--- config.mk ---
export PLATFORM = sky130hd
export DESIGN_NAME = booth_radix4_mult
export DESIGN_NICKNAME = d
export VERILOG_FILES = /design/src/rtl/booth_radix4_mult.sv
export SDC_FILE = /design/constraint.sdc
export NUM_CORES = 2
export LEC_CHECK = 0
export ABC_AREA = 1
export BUFFER_PORTS_ARGS = -buffer_cell sky130_fd_sc_hd__buf_2
export CAP_MARGIN = 20
export CORE_AREA = 2 2 272 274
export DETAILED_ROUTE_END_ITERATION = 10
export DIE_AREA = 0 0 274 276
export PLACE_DENSITY_LB_ADDON = 0.25
export SLEW_MARGIN = 20
export SYNTH_ARGS = -nofsm -noshare
export SYNTH_HDL_FRONTEND = slang
export SYNTH_SLANG_ARGS = --single-unit
--- constraint.sdc ---
create_clock -name clk -period 2.3 [get_ports clk]
set_clock_uncertainty 0.2 [all_clocks]
set_input_delay 0.46 -clock clk [delete_from_list [all_inputs] [get_ports clk]]
set_output_delay 0.46 -clock clk [all_outputs]
set_load 0.01 [all_outputs]
--- src/rtl/booth_radix4_mult.sv ---
`default_nettype none
// ============================================================================
// Module      : booth_radix4_mult
// Description : Signed WIDTH x WIDTH -> 2*WIDTH multiplier. Radix-4 Booth
//               recoding produces WIDTH/2 partial products. A 3:2 carry-save
//               tree reduces them, and a final carry-propagate adder sums the
//               result. The unit accepts one operand pair every cycle.
//               Optional macro BOOTH_PIPE_STAGE_EN adds a register stage
//               between the CSA tree and the final adder, so latency is 2.
// Revision    : 1.0 - initial release
// ============================================================================
module booth_radix4_mult #(
  parameter int WIDTH = 32
) (
  input  logic                 clk,
  input  logic                 rst_n,
  input  logic [WIDTH-1:0]     y,
  input  logic [WIDTH-1:0]     x,
  input  logic                 in_valid,
  output logic [2*WIDTH-1:0]   sum,
  output logic                 out_valid
);

  localparam int c_NPP  = WIDTH / 2;   // number of Booth partial products
  localparam int c_PW   = 2 * WIDTH;   // product width
  localparam int c_MW   = WIDTH + 2;   // magnitude width: room for 2*(-2^(W-1))
  localparam int c_NOPS = c_NPP + 1;   // partial products plus correction vector

  // Operand count after a given number of 3:2 compression levels.
  function automatic int ops_at(input int lvl);
    int n;
    n = c_NOPS;
    for (int i = 0; i < lvl; i++) begin
      n = 2 * (n / 3) + (n % 3);
    end
    return n;
  endfunction

  // Number of 3:2 levels needed to reach two operands (sum and carry).
  function automatic int num_levels();
    int n;
    int l;
    n = c_NOPS;
    l = 0;
    while (n > 2) begin
      n = 2 * (n / 3) + (n % 3);
      l++;
    end
    return l;
  endfunction

  localparam int c_NLEV = num_levels();

  // Reduction tree storage. Level 0 holds the partial products and the
  // packed negation-correction vector. Each later level holds one CSA stage.
  logic [c_PW-1:0] w_tree [0:c_NLEV][0:c_NOPS-1];

  // Negation correction bits. A '1' sits at bit 2i when digit i is negative.
  logic [c_PW-1:0] w_corr;

  // Multiplicand sign-extended by two bits so that 2*y and -2*y both fit
  // without truncation, including y = -2^(W-1).
  logic [c_MW-1:0] w_ysx;
  assign w_ysx = {{2{y[WIDTH-1]}}, y};

  assign w_corr[c_PW-1:WIDTH] = '0;

  // --------------------------------------------------------------------------
  // Booth recoding and partial-product generation
  // --------------------------------------------------------------------------
  generate
    for (genvar i = 0; i < c_NPP; i++) begin : g_pp
      logic [2:0]      w_trip;
      logic            w_one;
      logic            w_two;
      logic            w_neg;
      logic [c_MW-1:0] w_mag;
      logic [c_PW-1:0] w_ext;
      logic [c_PW-1:0] w_oc;

      // Digit i looks at x[2i+1], x[2i] and x[2i-1]. x[-1] is an implicit zero.
      if (i == 0) begin : g_first
        assign w_trip = {x[1], x[0], 1'b0};
      end else begin : g_rest
        assign w_trip = x[2*i+1 : 2*i-1];
      end

      // Digit decode: |d|=1, |d|=2, and sign. Pattern 111 is +0, so it is
      // not treated as negative. This keeps the correction bit clear for a
      // zero digit.
      assign w_one = w_trip[1] ^ w_trip[0];
      assign w_two = (w_trip[2] & ~w_trip[1] & ~w_trip[0]) |
                     (~w_trip[2] & w_trip[1] & w_trip[0]);
      assign w_neg = w_trip[2] & ~(w_trip[1] & w_trip[0]);

      assign w_mag = w_one ? w_ysx :
                     w_two ? {w_ysx[c_MW-2:0], 1'b0} :
                             '0;

      // Sign-extend to the full product width. If the digit is negative,
      // take the one's complement here and add the +1 at bit 2i through
      // w_corr, not at bit 0.
      assign w_ext = {{(c_PW-c_MW){w_mag[c_MW-1]}}, w_mag};
      assign w_oc  = w_neg ? ~w_ext : w_ext;

      assign w_tree[0][i]            = w_oc << (2 * i);
      assign w_corr[2*i+1 : 2*i]     = {1'b0, w_neg};
    end
  endgenerate

  assign w_tree[0][c_NPP] = w_corr;

  // --------------------------------------------------------------------------
  // Carry-save (Wallace-style) reduction: each level groups operands in
  // threes. Each group becomes a sum and a shifted carry. Leftover operands
  // pass through unchanged.
  // --------------------------------------------------------------------------
  generate
    for (genvar l = 0; l < c_NLEV; l++) begin : g_lvl
      localparam int c_N = ops_at(l);
      localparam int c_G = c_N / 3;
      localparam int c_M = ops_at(l + 1);

      for (genvar o = 0; o < c_NOPS; o++) begin : g_out
        if (o < 2 * c_G) begin : g_csa
          logic [c_PW-1:0] w_a;
          logic [c_PW-1:0] w_b;
          logic [c_PW-1:0] w_c;
          assign w_a = w_tree[l][3*(o/2)];
          assign w_b = w_tree[l][3*(o/2)+1];
          assign w_c = w_tree[l][3*(o/2)+2];
          if ((o % 2) == 0) begin : g_sum
            assign w_tree[l+1][o] = w_a ^ w_b ^ w_c;
          end else begin : g_carry
            assign w_tree[l+1][o] = ((w_a & w_b) | (w_a & w_c) | (w_b & w_c)) << 1;
          end
        end else if (o < c_M) begin : g_pass
          assign w_tree[l+1][o] = w_tree[l][3*c_G + (o - 2*c_G)];
        end else begin : g_zero
          assign w_tree[l+1][o] = '0;
        end
      end
    end
  endgenerate

  logic [c_PW-1:0] w_csa_s;
  logic [c_PW-1:0] w_csa_c;
  assign w_csa_s = w_tree[c_NLEV][0];
  assign w_csa_c = w_tree[c_NLEV][1];

  // Operands and valid bit presented to the final carry-propagate adder.
  logic [c_PW-1:0] w_add_a;
  logic [c_PW-1:0] w_add_b;
  logic            w_add_v;

`ifdef BOOTH_PIPE_STAGE_EN
  logic [c_PW-1:0] r_csa_s;
  logic [c_PW-1:0] r_csa_c;
  logic            r_csa_v;

  // Register the sum/carry vectors between the tree and the final adder.
  always_ff @(posedge clk or negedge rst_n) begin
    if (!rst_n) begin
      r_csa_s <= '0;
      r_csa_c <= '0;
      r_csa_v <= 1'b0;
    end else begin
      r_csa_v <= in_valid;
      if (in_valid) begin
        r_csa_s <= w_csa_s;
        r_csa_c <= w_csa_c;
      end
    end
  end

  assign w_add_a = r_csa_s;
  assign w_add_b = r_csa_c;
  assign w_add_v = r_csa_v;
`else
  assign w_add_a = w_csa_s;
  assign w_add_b = w_csa_c;
  assign w_add_v = in_valid;
`endif

  logic [c_PW-1:0] r_sum;
  logic            r_valid;

  // Final carry-propagate add and output register. The result holds while idle.
  always_ff @(posedge clk or negedge rst_n) begin
    if (!rst_n) begin
      r_sum   <= '0;
      r_valid <= 1'b0;
    end else begin
      r_valid <= w_add_v;
      if (w_add_v) begin
        r_sum <= w_add_a + w_add_b;
      end
    end
  end

  assign sum       = r_sum;
  assign out_valid = r_valid;

endmodule
`default_nettype wire

# --- Yosys cells after proc, flatten, opt, wreduce, memory -nomap -nowiden ---
# Cells that the tools add are included.
totals:
  regBits: 65
  word_cells: 340
op_classes:
  add_sub_neg: 1
  muxes: 48
  bitwise: 289
op_table:
  columns: ["op", "n"]
  rows:
  - ["AND 63 bit", 43]
  - ["bitwise OR 63 bit", 30]
  - ["bitwise XOR 64 bit", 29]
  - ["2-to-1 mux 34 bit", 33]
  - ["AND 63 x 31 -> 63 bit", 2]
  - ["AND 1 bit", 91]
  - ["adder 64 bit", 1]
  - ["2-to-1 mux 64 bit", 1]
  - ["inverter 64 bit", 1]
  - ["bitwise XOR 64 x 31 -> 64 bit", 1]
  - ["2-to-1 mux 62 bit", 1]
  - ["inverter 62 bit", 1]
  - ["2-to-1 mux 60 bit", 1]
  - ["inverter 60 bit", 1]
  - ["2-to-1 mux 58 bit", 1]
  - ["inverter 58 bit", 1]
  - ["2-to-1 mux 56 bit", 1]
  - ["inverter 56 bit", 1]
  - ["2-to-1 mux 54 bit", 1]
  - ["inverter 54 bit", 1]
  - ["2-to-1 mux 52 bit", 1]
  - ["inverter 52 bit", 1]
  - ["2-to-1 mux 50 bit", 1]
  - ["inverter 50 bit", 1]
  - ["other kinds (18)", 92]

# --- Longest topological paths before layout ---
logic_depth:
  depth_word: 27
  ltp_mapped: 32
  depth_no_buf: 31

# --- Worst setup path after synthesis ---
# Ideal clock, no wire load.
synth_timing:
  kind: "input to register"
  startpoint: "in x[11]"
  endpoint: "reg r_sum[60] (netlist: sum[60])"
  arrival_ps: 6285
  required_ps: 1983
  slack_ps: -4302
  cell_stages: 26
  path_cell_list: "ha_1 -> inv_1 -> clkbuf_1 -> nand2_1 -> nand2_1 -> xor2_1 -> fa_1 -> fa_1 -> fa_1 -> inv_1 -> fa_1 -> inv_1 -> fa_1 -> inv_1 -> fa_1 -> ha_1 -> nand2_1 -> inv_1 -> a21oi_1 -> nand2_1 -> nand2_1 -> nand2_1 -> a21oi_1 -> nand3_1 -> nand3_1 -> nand2_1"
synth_via:
  elab_chain_len: 26
  elab_cells_between_ends: 92
  cone_classes: "1 x add/sub; 6 x mux; 85 x bitwise"
synth_lines:
  columns: ["element", "line", "text"]
  rows:
  - ["start, declared", "18", "input logic [WIDTH-1:0] x,"]
  - ["inverter 1 bit", "92, 93", null]
  - ["AND 1 bit (2 in a row)", "93", "(~w_trip[2] & w_trip[1] & w_trip[0]);"]
  - ["bitwise OR 1 bit", "92", "assign w_two = (w_trip[2] & ~w_trip[1] & ~w_trip[0]) |"]
  - ["2-to-1 mux 34 bit", "97", "w_two ? {w_ysx[c_MW-2:0], 1'b0} :"]
  - ["2-to-1 mux 34 bit", "96", "assign w_mag = w_one ? w_ysx :"]
  - ["inverter 54 bit", "104", "assign w_oc = w_neg ? ~w_ext : w_ext;"]
  - ["2-to-1 mux 54 bit", "104", null]
  - ["AND 63 bit", "135", "assign w_tree[l+1][o] = ((w_a & w_b) | (w_a & w_c) | (w_b & w_c)) << 1;"]
  - ["(+6 left out)", null, null]
  - ["bitwise OR 63 bit or bitwise XOR 64 bit (tied branches)", "135, 133", null]
  - ["AND 63 bit or bitwise OR 63 bit (tied branches)", "135", null]
  - ["bitwise OR 63 bit or bitwise XOR 64 bit (tied branches) (2 in a row)", "135, 133", null]
  - ["AND 63 bit", "135", null]
  - ["bitwise OR 63 bit (2 in a row)", "135", null]
  - ["AND 63 bit", "135", null]
  - ["bitwise OR 63 bit (2 in a row)", "135", null]
  - ["adder 64 bit *", "196", "r_sum <= w_add_a + w_add_b;"]
  - ["end signal, assigned", "196", null]
  - ["end, declared", "185", "logic [c_PW-1:0] r_sum;"]
# Mark *: on every way between the ends. The rest lies on a longest branch, timed or not.
# A chain may end at the register's enable or synchronous reset.

# --- Worst setup path after layout ---
layout_timing:
  startpoint: "in x[5]"
  endpoint: "reg r_sum[62] (netlist: sum[62])"
layout_via:
  elab_chain_len: 27
  elab_cells_between_ends: 93
  cone_classes: "1 x add/sub; 6 x mux; 86 x bitwise"
layout_lines:
  columns: ["element", "line"]
  rows:
  - ["inverter 1 bit", "92, 93"]
  - ["AND 1 bit (2 in a row)", "93"]
  - ["bitwise OR 1 bit", "92"]
  - ["2-to-1 mux 34 bit", "97"]
  - ["2-to-1 mux 34 bit", "96"]
  - ["inverter 60 bit", "104"]
  - ["2-to-1 mux 60 bit", "104"]
  - ["AND 63 bit", "135"]
  - ["(+6 left out)", null]
  - ["bitwise OR 63 bit (2 in a row)", "135"]
  - ["AND 63 bit", "135"]
  - ["bitwise OR 63 bit (2 in a row)", "135"]
  - ["AND 63 bit", "135"]
  - ["bitwise OR 63 bit (2 in a row)", "135"]
  - ["AND 63 bit", "135"]
  - ["bitwise OR 63 bit (2 in a row)", "135"]
  - ["adder 64 bit *", "196"]
# Marked as above.

==> summary.txt <==
Hold Violations, Final: 0
1st-iter DRT viols: 3464
Starting Density: 45.6%
Crit start category: input port
Initial antenna violation count: 1
Core area: 0.0726 mm²
Setup violators final: 62
Setup WS pre-CTS: -4650 ps
H-tree levels: 3
Clock root cell: clkbuf_16
Final nets: 5823
Count of pins over their slew limit: 0
Least-Margin Pin Slew: 698 ps
Arrival time at the worst endpoint: 6380 ps
Max-Cap Viols: 0
Unrepaired setup endpoints after global routing: true
Grt total ovfl: 0
Area delta synth->final: 34.7%
Top-Level Pins: 132
Primary FF master, synth: dfrtp_1
Total GRT Usage: 33.3%
Fin cells: 6013
Number of port buffers: 131
WL/cell: 21.3 µm
Clk sinks: 65
Final worst path period need: 6340 ps
CP peak stage delay: 630 ps
Share of layout cells above drive strength 1: 29.5%
TritonCTS clock tree: yes
Vias in the first global route: 33241
Die width: 274 µm
Post-synthesis async set-or-reset flop share: 100%
Rows: 99
CP required: 2340 ps
Antenna Nets Post-Route: 0
Post-synth net total: 5276
Status: finished with violations
Cell Area, Synth: 0.0331 mm²
Clock Pin Slew Worst Setup and Hold Paths: 60 ps
Final GP Congestion: 0.996
Source of the critical timing path: x[5]
Yosys warns: 0
Die area: 0.0756 mm²
Slew margin rel.: 53.1%
Hold WC Path Type: reg -> reg
Via count: 33092
Failing checks: setup timing
RR Startpoint: sum[63]
Chip height: 276 µm
Wire length of the first global-routing pass: 194000 µm
Setup TNS: -218100 ps
Crit path kind: in -> reg
CTS max path bufs: 2
Placed cell count: 5925
Worst Setup Slack, final: -4040 ps
DP HPWL: 103000 µm
Vias per cell: 5.50
DRT Wirelength: 128000 µm
HP Start: sum[1]
Fin crit share: 276%
Seq/Total Area, Yosys: 4.91%
Number of synthesized flops with an enable pin: 0
CP dominant cell by count: nand2_1
DRT Pass-1 Iters: 7
Clk Latency, worst-skew pair: 330 ps
TritonCTS buffer count: 9
Max FO, Critical Path: 6
Largest net degree at the start of global routing: 66
FF+latch count, synth: 65
Max Clock Freq: 158 MHz
Count of cell types in the netlist: 42
Critical Path End Type: register
Drt drc: 0
Mean Syn Cell Area: 7.35 µm²
Cell count after synthesis: 4501
CP max-delay cell: fa_2
[cells in the mapped netlist, types with 13 or more instances]
| cell | number | area share, % |
|---|---|---|
| nor2_2 | 17 | 0.32 |
| o21ai_0 | 837 | 13 |
| o211ai_1 | 26 | 0.59 |
| nand3b_1 | 13 | 0.29 |
| buf_2 | 48 | 0.73 |
| nand2_1 | 685 | 7.8 |
| o21ai_2 | 15 | 0.40 |
| nand2_2 | 18 | 0.34 |
| clkbuf_1 | 212 | 2.4 |
| nand3_1 | 75 | 1.1 |
| xnor2_1 | 34 | 0.90 |
| dfrtp_1 | 65 | 4.9 |
| o21ai_1 | 168 | 2.5 |
| xor2_1 | 491 | 13 |
| a21oi_1 | 41 | 0.62 |
| inv_1 | 830 | 9.4 |
| fa_1 | 527 | 32 |
| ha_1 | 181 | 6.8 |
| nor2_1 | 120 | 1.4 |
| inv_2 | 20 | 0.23 |
[logic make-up after synthesis]
logic type | after synthesis | share of synthesized area, %
adder cells (fa/ha/maj) | 708 | 38.7
XOR/XNOR | 525 | 13.9
buffers and inverters | 1123 | 12.9
AO/OA/AOI/OAI | 1102 | 17.1
AND/OR/NAND/NOR | 977 | 12.4
flip-flops | 65 | 4.91
multiplexers | 1 | 0.0340
[area by class of cell]
class | count | area (µm²)
Sequential cell | 65 | 1630
Inverter | 853 | 3300
Timing Repair Buffer | 804 | 7540
Multi-Input combinational cell | 3313 | 30600
Tap cell | 959 | 1200
Fill cell | 6441 | 28000
Antenna cell | 1 | 2.50
Clock buffer | 9 | 225
Timing Repair inverter | 2 | 15.0
Clock inverter | 7 | 76.3
[placed cells by master, fill, tap and decap left out, types with 11 or more instances in the layout]
| cell | instances |
|---|---|
| a21oi_2 | 29 |
| nor2_1 | 53 |
| buf_2 | 117 |
| nand2_1 | 539 |
| fa_2 | 80 |
| nor2_4 | 61 |
| o21ai_4 | 15 |
| xnor2_1 | 20 |
| buf_4 | 527 |
| xor2_2 | 14 |
| o21ai_2 | 31 |
| nand2_2 | 113 |
| nand3_2 | 16 |
| fa_1 | 447 |
| buf_6 | 32 |
| nand3b_1 | 13 |
| clkbuf_16 | 16 |
| xnor2_2 | 11 |
| nand3_1 | 62 |
| ha_4 | 91 |
| o211ai_1 | 26 |
| dfrtp_1 | 65 |
| nand2_4 | 50 |
| inv_1 | 765 |
| xor2_1 | 474 |
| buf_12 | 109 |
| nor2_2 | 27 |
| ha_1 | 88 |
| o21ai_0 | 691 |
| inv_2 | 59 |
| inv_4 | 18 |
| o21ai_1 | 283 |
[repair_timing]
| action | in CTS | in global routing |
|---|---|---|
| hold endpoints to repair | 65 | 0 |
| pin swaps | 152 | 113 |
| endpoints found under the setup margin | 62 | 62 |
| setup buffers | 28 | 27 |
| gates resized for setup | 436 | 286 |
| gates cloned | 9 | 7 |
| hold buffers | 1 | 0 |
[stage by stage]
step / hold slack, ps / utilization, % / instance area, µm²
finish: 266 / 61.4 / 44600
global route: 294 / 61.4 / 44600
CTS: 269 / 59.6 / 43300
detailed placement: 254 / 56.3 / 40900
global placement: 248 / 56.3 / 40900
floorplan: -35.6 / - / 34700
[per-layer routing]
metal  part of all wire (%)  GRT usage, %  wire length [µm]  vias up
met2                     45          53.8             58300     1756
met5                      0             0                 0        -
met1                     40          44.5             51500    15926
met4                    5.2          14.0              6650        0
met3                    9.1          5.05             11700      380
li1                       -             -                 -    15030
[critical path, delay by kind of cell]
| family | cells | cell delay [ps] |
|---|---|---|
| adder cells (fa/ha/maj) | 7 | 3530 |
| AND/OR/NAND/NOR | 12 | 1140 |
| buffers and inverters | 7 | 780 |
| AO/OA/AOI/OAI | 2 | 290 |
| XOR/XNOR | 1 | 160 |
[worst paths after layout]
kind                       slack [ps]  endpoint  cells after the start
min                               270    sum[1]                      2
min in group asynchronous         470   sum[49]                      3
max in group asynchronous        1150   sum[46]                      3
max reg2reg                      1400   sum[63]                      2
min reg2reg                       270    sum[1]                      2
max                             -4040   sum[62]                     29
[flip-flops by register name, indices dropped and copies added (netlist names)]
signal,cells
out_valid,1
sum,64
Power is left out: the tool's default activity adds up to more than one toggle a clock period on the data nets, which glitch-free logic cannot reach.
